**config.mk**
```make
export PLATFORM = sky130hd
export DESIGN_NAME = sys_bus_arbiter
export DESIGN_NICKNAME = d
export VERILOG_FILES = /design/src/rtl/sys_bus_pkg.sv /design/src/rtl/sys_bus_mux.sv /design/src/rtl/sys_bus_arbiter.sv
export SDC_FILE = /design/constraint.sdc
export NUM_CORES = 1
export LEC_CHECK = 0
export CORE_MARGIN = 2
export CORE_UTILIZATION = 38
export CTS_BUF_LIST = sky130_fd_sc_hd__clkbuf_4
export DETAILED_ROUTE_END_ITERATION = 8
export PLACE_DENSITY = 0.83
export SYNTH_ARGS = -nofsm -noshare
export SYNTH_HDL_FRONTEND = slang
export SYNTH_HIERARCHICAL = 1
export SYNTH_SLANG_ARGS = --single-unit
export TNS_END_PERCENT = 5
```
**constraint.sdc**
```tcl
create_clock -name Clk -period 2.5 [get_ports Clk]
set_input_delay 0.5 -clock Clk [delete_from_list [all_inputs] [get_ports Clk]]
set_output_delay 0.5 -clock Clk [all_outputs]
set_load 0.005 [all_outputs]
```
**src/rtl/sys_bus_pkg.sv**
```systemverilog
// Shared types and constants for the CPU/DMA system bus arbiter.
// Latency: n/a (types and constants only).
// Backpressure: n/a.
package sys_bus_pkg;

    // Bus ownership FSM states
    typedef enum logic [2:0] {
        CPU_OWN,
        TURN_DMA,
        DMA_OWN,
        DRAIN,
        TURN_CPU
    } bus_state_t;

    // RAM control levels driven while nobody owns the bus (all active-high)
    localparam logic IDLE_CS   = 1'b0;
    localparam logic IDLE_WENA = 1'b0;
    localparam logic IDLE_OEN  = 1'b0;

    // Width of a counter that must hold values 0..n (minimum 1 bit)
    function automatic int unsigned cnt_width(input int unsigned n);
        return (n < 2) ? 1 : $clog2(n + 1);
    endfunction

endpackage

```
**src/rtl/sys_bus_mux.sv**
```systemverilog
// 2:1 system bus mux (CPU/DMA) with idle forcing during turnaround states.
// Latency: purely combinational from the registered state and the source buses.
// Backpressure: none; the FSM decides ownership, this block only steers.
// Ports: i_state selects the source; i_cpu_* / i_dma_* are the two master buses;
//        o_* is the shared system bus toward the RAM.
module sys_bus_mux
    import sys_bus_pkg::*;
#(
    parameter int unsigned ADDR_W = 8,
    parameter int unsigned DATA_W = 8
) (
    input  bus_state_t        i_state,
    input  logic [ADDR_W-1:0] i_cpu_addr,
    input  logic [DATA_W-1:0] i_cpu_dat,
    input  logic              i_cpu_cs,
    input  logic              i_cpu_wena,
    input  logic              i_cpu_oen,
    input  logic [ADDR_W-1:0] i_dma_addr,
    input  logic [DATA_W-1:0] i_dma_dat,
    input  logic              i_dma_cs,
    input  logic              i_dma_wena,
    input  logic              i_dma_oen,
    output logic [ADDR_W-1:0] o_addr,
    output logic [DATA_W-1:0] o_dat,
    output logic              o_cs,
    output logic              o_wena,
    output logic              o_oen
);

    always_comb begin
        o_addr = '0;
        o_dat  = '0;
        o_cs   = IDLE_CS;
        o_wena = IDLE_WENA;
        o_oen  = IDLE_OEN;
        case (i_state)
            CPU_OWN: begin
                o_addr = i_cpu_addr;
                o_dat  = i_cpu_dat;
                o_cs   = i_cpu_cs;
                o_wena = i_cpu_wena;
                o_oen  = i_cpu_oen;
            end
            // DRAIN keeps the DMA bus so an access already in flight can finish
            DMA_OWN, DRAIN: begin
                o_addr = i_dma_addr;
                o_dat  = i_dma_dat;
                o_cs   = i_dma_cs;
                o_wena = i_dma_wena;
                o_oen  = i_dma_oen;
            end
            default: begin
                o_addr = '0;
                o_dat  = '0;
                o_cs   = IDLE_CS;
                o_wena = IDLE_WENA;
                o_oen  = IDLE_OEN;
            end
        endcase
    end

endmodule

```
**src/rtl/sys_bus_arbiter.sv**
```systemverilog
// CPU/DMA system bus arbiter: CPU default owner, DMA via Bus_req/Bus_grant handshake.
// Latency: request taken at cycle N -> idle turnaround N+1 -> Bus_grant and DMA bus at N+2.
// Backpressure: DMA held off while CPU busy or in cooldown; DMA tenure preempted after
//               MAX_HOLD cycles of CPU waiting (0 disables).
// Ports: Clk/Rst (sync, active-high); Cpu_* CPU bus and status; Bus_req/Dma_* DMA side;
//        Bus_grant, Preempted and the muxed system bus (Address/DataOut/Cs/Wena/Oen).
module sys_bus_arbiter
    import sys_bus_pkg::*;
#(
    parameter int unsigned ADDR_W   = 8,
    parameter int unsigned DATA_W   = 8,
    parameter int unsigned MAX_HOLD = 16,
    parameter int unsigned COOLDOWN = 4
) (
    input  logic              Clk,
    input  logic              Rst,
    input  logic              Cpu_Bus_Free,
    input  logic              Cpu_Req,
    input  logic [ADDR_W-1:0] Cpu_Address,
    input  logic [DATA_W-1:0] Cpu_DataOut,
    input  logic              Cpu_Cs,
    input  logic              Cpu_Wena,
    input  logic              Cpu_Oen,
    input  logic              Bus_req,
    input  logic [ADDR_W-1:0] Dma_Address,
    input  logic [DATA_W-1:0] Dma_DataOut,
    input  logic              Dma_Cs,
    input  logic              Dma_Wena,
    input  logic              Dma_Oen,
    output logic              Bus_grant,
    output logic [ADDR_W-1:0] Address,
    output logic [DATA_W-1:0] DataOut,
    output logic              Cs,
    output logic              Wena,
    output logic              Oen,
    output logic              Preempted
);

    localparam int unsigned HOLD_W = cnt_width(MAX_HOLD);
    localparam int unsigned COOL_W = cnt_width(COOLDOWN);

    localparam logic [HOLD_W-1:0] HOLD_SAT  = HOLD_W'(MAX_HOLD);
    // Only meaningful when MAX_HOLD != 0; the hit test is gated accordingly
    localparam logic [HOLD_W-1:0] HOLD_LAST = HOLD_W'(MAX_HOLD - 1);
    localparam logic [COOL_W-1:0] COOL_LOAD = COOL_W'(COOLDOWN);

    bus_state_t        r_state;
    bus_state_t        w_next_state;
    logic              r_bus_grant;
    logic [HOLD_W-1:0] r_hold_cnt;
    logic [COOL_W-1:0] r_cool_cnt;
    logic              w_hold_hit;
    logic              w_preempted;

    // Last permitted DMA cycle while the CPU is stalled waiting
    assign w_hold_hit = (MAX_HOLD != 0) && (r_hold_cnt == HOLD_LAST) && Cpu_Req;

    // State register
    always_ff @(posedge Clk) begin
        if (Rst) begin
            r_state <= CPU_OWN;
        end else begin
            r_state <= w_next_state;
        end
    end

    // Next-state logic
    always_comb begin
        w_next_state = r_state;
        case (r_state)
            CPU_OWN: begin
                if (Bus_req && Cpu_Bus_Free && (r_cool_cnt == '0)) begin
                    w_next_state = TURN_DMA;
                end
            end
            TURN_DMA: w_next_state = DMA_OWN;
            DMA_OWN: begin
                // A voluntary release takes priority over preemption
                if (!Bus_req) begin
                    w_next_state = TURN_CPU;
                end else if (w_hold_hit) begin
                    w_next_state = DRAIN;
                end
            end
            DRAIN: begin
                if (!Dma_Cs) begin
                    w_next_state = TURN_CPU;
                end
            end
            TURN_CPU: w_next_state = CPU_OWN;
            default:  w_next_state = CPU_OWN;
        endcase
    end

    // Outputs: Preempted marks the DMA_OWN cycle that decides to cut the tenure
    always_comb begin
        w_preempted = 1'b0;
        if ((r_state == DMA_OWN) && Bus_req && w_hold_hit) begin
            w_preempted = 1'b1;
        end
    end

    // Grant is a flop loaded from the next state, so Bus_req never reaches it combinationally
    always_ff @(posedge Clk) begin
        if (Rst) begin
            r_bus_grant <= 1'b0;
        end else begin
            r_bus_grant <= (w_next_state == DMA_OWN);
        end
    end

    // Hold counter: DMA cycles spent while the CPU is waiting, saturating
    always_ff @(posedge Clk) begin
        if (Rst) begin
            r_hold_cnt <= '0;
        end else if (r_state == TURN_DMA) begin
            r_hold_cnt <= '0;
        end else if ((r_state == DMA_OWN) && Cpu_Req && (r_hold_cnt != HOLD_SAT)) begin
            r_hold_cnt <= r_hold_cnt + HOLD_W'(1);
        end
    end

    // Cooldown counter: loaded on leaving DRAIN, runs down only while the CPU owns the bus
    always_ff @(posedge Clk) begin
        if (Rst) begin
            r_cool_cnt <= '0;
        end else if ((r_state == DRAIN) && !Dma_Cs) begin
            r_cool_cnt <= COOL_LOAD;
        end else if ((r_state == CPU_OWN) && (r_cool_cnt != '0)) begin
            r_cool_cnt <= r_cool_cnt - COOL_W'(1);
        end
    end

    assign Bus_grant = r_bus_grant;
    assign Preempted = w_preempted;

    sys_bus_mux #(
        .ADDR_W (ADDR_W),
        .DATA_W (DATA_W)
    ) u_mux (
        .i_state    (r_state),
        .i_cpu_addr (Cpu_Address),
        .i_cpu_dat  (Cpu_DataOut),
        .i_cpu_cs   (Cpu_Cs),
        .i_cpu_wena (Cpu_Wena),
        .i_cpu_oen  (Cpu_Oen),
        .i_dma_addr (Dma_Address),
        .i_dma_dat  (Dma_DataOut),
        .i_dma_cs   (Dma_Cs),
        .i_dma_wena (Dma_Wena),
        .i_dma_oen  (Dma_Oen),
        .o_addr     (Address),
        .o_dat      (DataOut),
        .o_cs       (Cs),
        .o_wena     (Wena),
        .o_oen      (Oen)
    );

endmodule
```
---- Word level (Yosys, flattened, before mapping) ----
Cells that the tools add are included.
storage, ports and cells
  input port bits ......................... 43
  logic and storage cells ................. 43
  output and inout port bits .............. 21
  register bits ........................... 12
cells by class
  equality and inequality tests ........... 6
  $add $sub $neg .......................... 2
  mux-type cells .......................... 13
  reduce and logical (&&, ||, !) cells .... 17
operator list
  cell                 number
  $pmux 8 s2           2
  $mux 3               6
  $pmux 3 s4           1
  $eq 3x2->1 const B   3
  $logic_and 1x1->1    9
  $logic_not 3->1      2
  $pmux 1 s2           3
  $reduce_or 2->1      3
  $add 5x1->5 const B  1
  $eq 5x4->1 const B   1
  $ne 5x5->1 const B   1
  $eq 3x1->1 const B   1
  $reduce_bool 3->1    1
  $sub 3x1->3 const B  1
  $reduce_bool 2->1    1
  $logic_not 1->1      1
  $mux 1               1

---- Longest topological paths before layout ----
  depth in word-level cells ............... 6
  gate-level depth with buffers ........... 7
  gate-level depth less buffers ........... 7

---- Hierarchy ----
The synthesis kept the hierarchy.
modules (own cells, without submodules)
  module           times used  cells each  area an instance (sq um)  seq. area each (sq um)
  sys_bus_arbiter  1           67          641.9                     240.2
  sys_bus_mux      1           26          257.7                     0.0

---- Worst setup path before layout ----
Ideal clock, no wire load.
  path type ............................... register -> output
  start ................................... register r_state[1]
  end ..................................... output Address[3]
  buffers on the path ..................... 2
  setup slack ............................. 0.935 ns
  data arrival time ....................... 1.065 ns
  required time ........................... 2.000 ns
  stages on the path, launching flop included .. 5
  cells stage by stage .................... dfxtp_1 > nor2b_4 > buf_6 > buf_8 > a32o_1
on the way
  word-level cells in the longest chain between the ends .. 3
  elaborated cells between the ends (all ways) .. 5
  those cells by class .................... 2 x eq/ne; 1 x mux; 2 x reduce/logical
RTL lines
  what                    line                   text
  from (decl)             sys_bus_arbiter.sv:47  bus_state_t r_state;
  from (signal assigned)  sys_bus_arbiter.sv:63  r_state <= w_next_state;
  $eq 3x2->1              sys_bus_mux.sv:36      case (i_state)
  $reduce_or 2->1         sys_bus_mux.sv:36
  $pmux 8 s2 (*)          sys_bus_mux.sv:36
  to (decl)               sys_bus_arbiter.sv:31  output logic [ADDR_W-1:0] Address,
Every way passes the cells marked *; elsewhere a longest branch is shown, timed or not.

---- Final worst setup path ----
  start ................................... register r_state[1]
  end ..................................... output DataOut[4]
on the way
  word-level cells in the longest chain between the ends .. 3
  elaborated cells between the ends (all ways) .. 5
  those cells by class .................... 2 x eq/ne; 1 x mux; 2 x reduce/logical
RTL lines
  what             line                   text
  $eq 3x2->1       sys_bus_mux.sv:36
  $reduce_or 2->1  sys_bus_mux.sv:36
  $pmux 8 s2 (*)   sys_bus_mux.sv:36
  to (decl)        sys_bus_arbiter.sv:32  output logic [DATA_W-1:0] DataOut,
Marks and branches as above.

==> key figures <==
Routing
  – DRT iter0 DRCs: 18
  – Drt wl/cell: between 15 and 20 µm
  – Total wire length: 2860 µm
  – DRC violations left: 0
  – DRT antenna net count: 0
  – Vias: approximately 1000
  – Vias per inst: 5.59
  – Initial DRT Pass Iterations: 4

Yosys
  – Yosys top cell area share: roughly a quarter
  – Dominant synthesized flop cell: dfxtp_1
  – Largest area contributor in the netlist: dfxtp_1
  – Top cells by count, synth: a32o_1, dfxtp_1, inv_1
  – FFs w/ async S/R, synth: 0%
  – Synth Register Bits: 12
  – Post-Synthesis Cell Area: 900 µm²
  – Number of synthesized flops with an enable pin: 0
  – Post-Syn Instances: between 90 and 100
  – Area contributors post-synth: dfxtp_1, a32o_1, ha_1
  – Distinct cells, synth: 36
  – Top-count cell post-synth: a32o_1
  – Sequential share of the synthesized area: 26.7%
  – Mapped Avg Cell Area: 9.67 µm²
  – Yosys warns: 6
  – Net Count, Synth: 141

Global routing
  – Most Crowded Layer GR: met2
  – Met1 GRT Util: between 20% and 30%
  – Initial antenna violation count: 0
  – Met2 GRT Util: between 30 and 40%
  – Total track usage: roughly a fifth
  – Largest net degree at the start of global routing: 20
  – Vias in the first global route: roughly 940
  – Grt ovf: 0
  – First-pass GRT wire length: 4170 µm
  – Routing usage on met3: 5.43%

Clock tree
  – Num CTS Buffers: 3
  – Root Buffer: clkbuf_4
  – Clk Latency, worst-skew pair: about 0.28 ns
  – CTS tree: built
  – Post-cts gate resize count: 0
  – H-tree Lvls: 1
  – Clock transition at path regs: ~0.07 ns
  – Number of clock sinks: 12
  – Max clock buf depth: 2
  – Hold Buf Count CTS: 0

Die
  – Ports: 64
  – Die X: approximately 53 µm
  – Die area: 0.00277 mm²
  – Site Rows: 17
  – Die Span Y: 52.7 µm
  – Initial cell density of the core: 40.3%
  – CORE AREA: 0.00223 mm²

Worst setup path
  – Worst reg2reg path depth: 6
  – CP required: roughly 2.0 ns
  – Setup crit end kind: output port
  – Crit path DAT: approximately 1.9 ns
  – Startpoint Class: register
  – Crit Path Class: reg -> out
  – Crit Path Max Fanout: 19

Status
  – Status: finished clean

Placed design
  – IO Port Bufs: 63
  – DP HPWL: 2310 µm
  – GP Congestion: 0.740

Finish
  – Final core occ: 70.3%
  – Synthesis-to-layout area growth: 74.4%
  – Multi-input logic area: 579 µm²
  – Share of layout cells above drive strength 1: a little over a tenth
  – NumNets Final: 206
  – Register area: 240 µm²
  – Number of fill cells: 179
  – Diodes inserted: 0

STA
  – Max Fclk: 415 MHz
  – Setup TNS: 0 ns
  – Unrepaired setup endpoints after global routing: no
  – Slew @ Worst Pin: 0.451 ns
  – Relative slew slack: 69.9%
  – Period utilisation layout: 96.3%
  – Final Hold Vio Count: 0
  – Fin crit period: approximately 2.4 ns
  – Worst Skew: 0.00106 ns
  – Final setup violation count: 0
  – Max-slew violations: 0

Min path
  – Worst min-delay path class: reg -> reg
  – Hold path depth: 2

Power and ir drop
  – Power Dens Cells: 512 mW/mm²
  – Worst vdd ir: roughly 0.00045 V
  – Static leakage: 0.562 nW

Job
  – Max cap viols: 0
## area by class of cell
cell class	instances	area share, %
clock inverters	1	0.239
clock buffers	3	1.44
repair buffers	65	41.9
inverters	8	1.91
well taps	28	2.23
multi-input cells	68	36.9
flip-flops and latches	12	15.3
## critical path: stages, from the launching register on
cell and delay [ns]:
dfxtp_1 0.44, nor2b_4 0.47, a32o_1 0.19, clkdlybuf4s50_1 0.53
## stage by stage
step | hold slack (ns) | std cells | cell area, µm² | power (mW) | worst slack [ns]
floorplan | 0.486 | 93 | 900 | 0.475 | 0.935
global placement | 0.503 | 180 | 1520 | 0.650 | 0.151
detailed placement | 0.511 | 180 | 1520 | 0.671 | 0.148
CTS | 0.524 | 184 | 1550 | 0.797 | 0.0711
global route | 0.539 | 185 | 1570 | 0.859 | 0.000842
finish | 0.524 | 185 | 1570 | 0.803 | 0.0923
## metal layers
layer / up-vias / part of all wire (%)
li1: 493 / -
met1: 489 / 41
met2: 48 / 47
met3: 4 / 10
met4: 0 / 1.7
met5: - / 0
## registers in the layout, indices dropped and copies added (netlist names)
register    flops
Bus_grant       1
r_cool_cnt      3
r_hold_cnt      5
r_state         3
## layout by cell type (no fill, tap or decap), types with 2 or more instances in the layout
cell type | synthesis | layout
a211oi_1 | 2 | 2
a21oi_1 | 3 | 3
a32o_1 | 19 | 19
and3_1 | 2 | 2
clkbuf_4 | 1 | 3
clkdlybuf4s50_1 | 0 | 63
dfxtp_1 | 12 | 12
ha_1 | 5 | 5
inv_1 | 7 | 7
nand2_1 | 3 | 3
nand3_1 | 3 | 3
nor2_1 | 6 | 6
nor3_1 | 3 | 3
xnor2_1 | 2 | 2
xor2_1 | 2 | 2
## cell families (layout without fill, tap and decap cells)
group | count (synthesis) | in the layout | synth area share [%]
AOI/OAI and AO/OA | 29 | 29 | 30.3
DFF | 12 | 12 | 26.7
buffers and inverters | 13 | 77 | 8.90
adders and majority gates | 5 | 5 | 6.95
and+or+nand+nor | 30 | 30 | 23.2
xor gates and xnor gates | 4 | 4 | 3.90
## path summary, 6_finish.rpt
path | startpoint | endpoint | slack [ns]
worst max-delay path | r_state[1] | DataOut[4] | 0.09
worst min-delay path | r_hold_cnt[4] | r_hold_cnt[4] | 0.52
worst max register to register | r_cool_cnt[0] | r_cool_cnt[1] | 0.84
worst min register to register | r_hold_cnt[4] | r_hold_cnt[4] | 0.52
## report_power, final
group	switching, mW	total (mW)	internal [mW]
clock	0.0674	0.125	0.0580
combinational	0.168	0.437	0.270
sequential	0.0226	0.240	0.217
## timing repair
action	4_1_cts	5_1_grt
endpoints found under the setup margin	0	14
buffers inserted	0	1
endpoints found under the hold margin	0	0
Note: power is estimated with default switching activity, not from simulation.
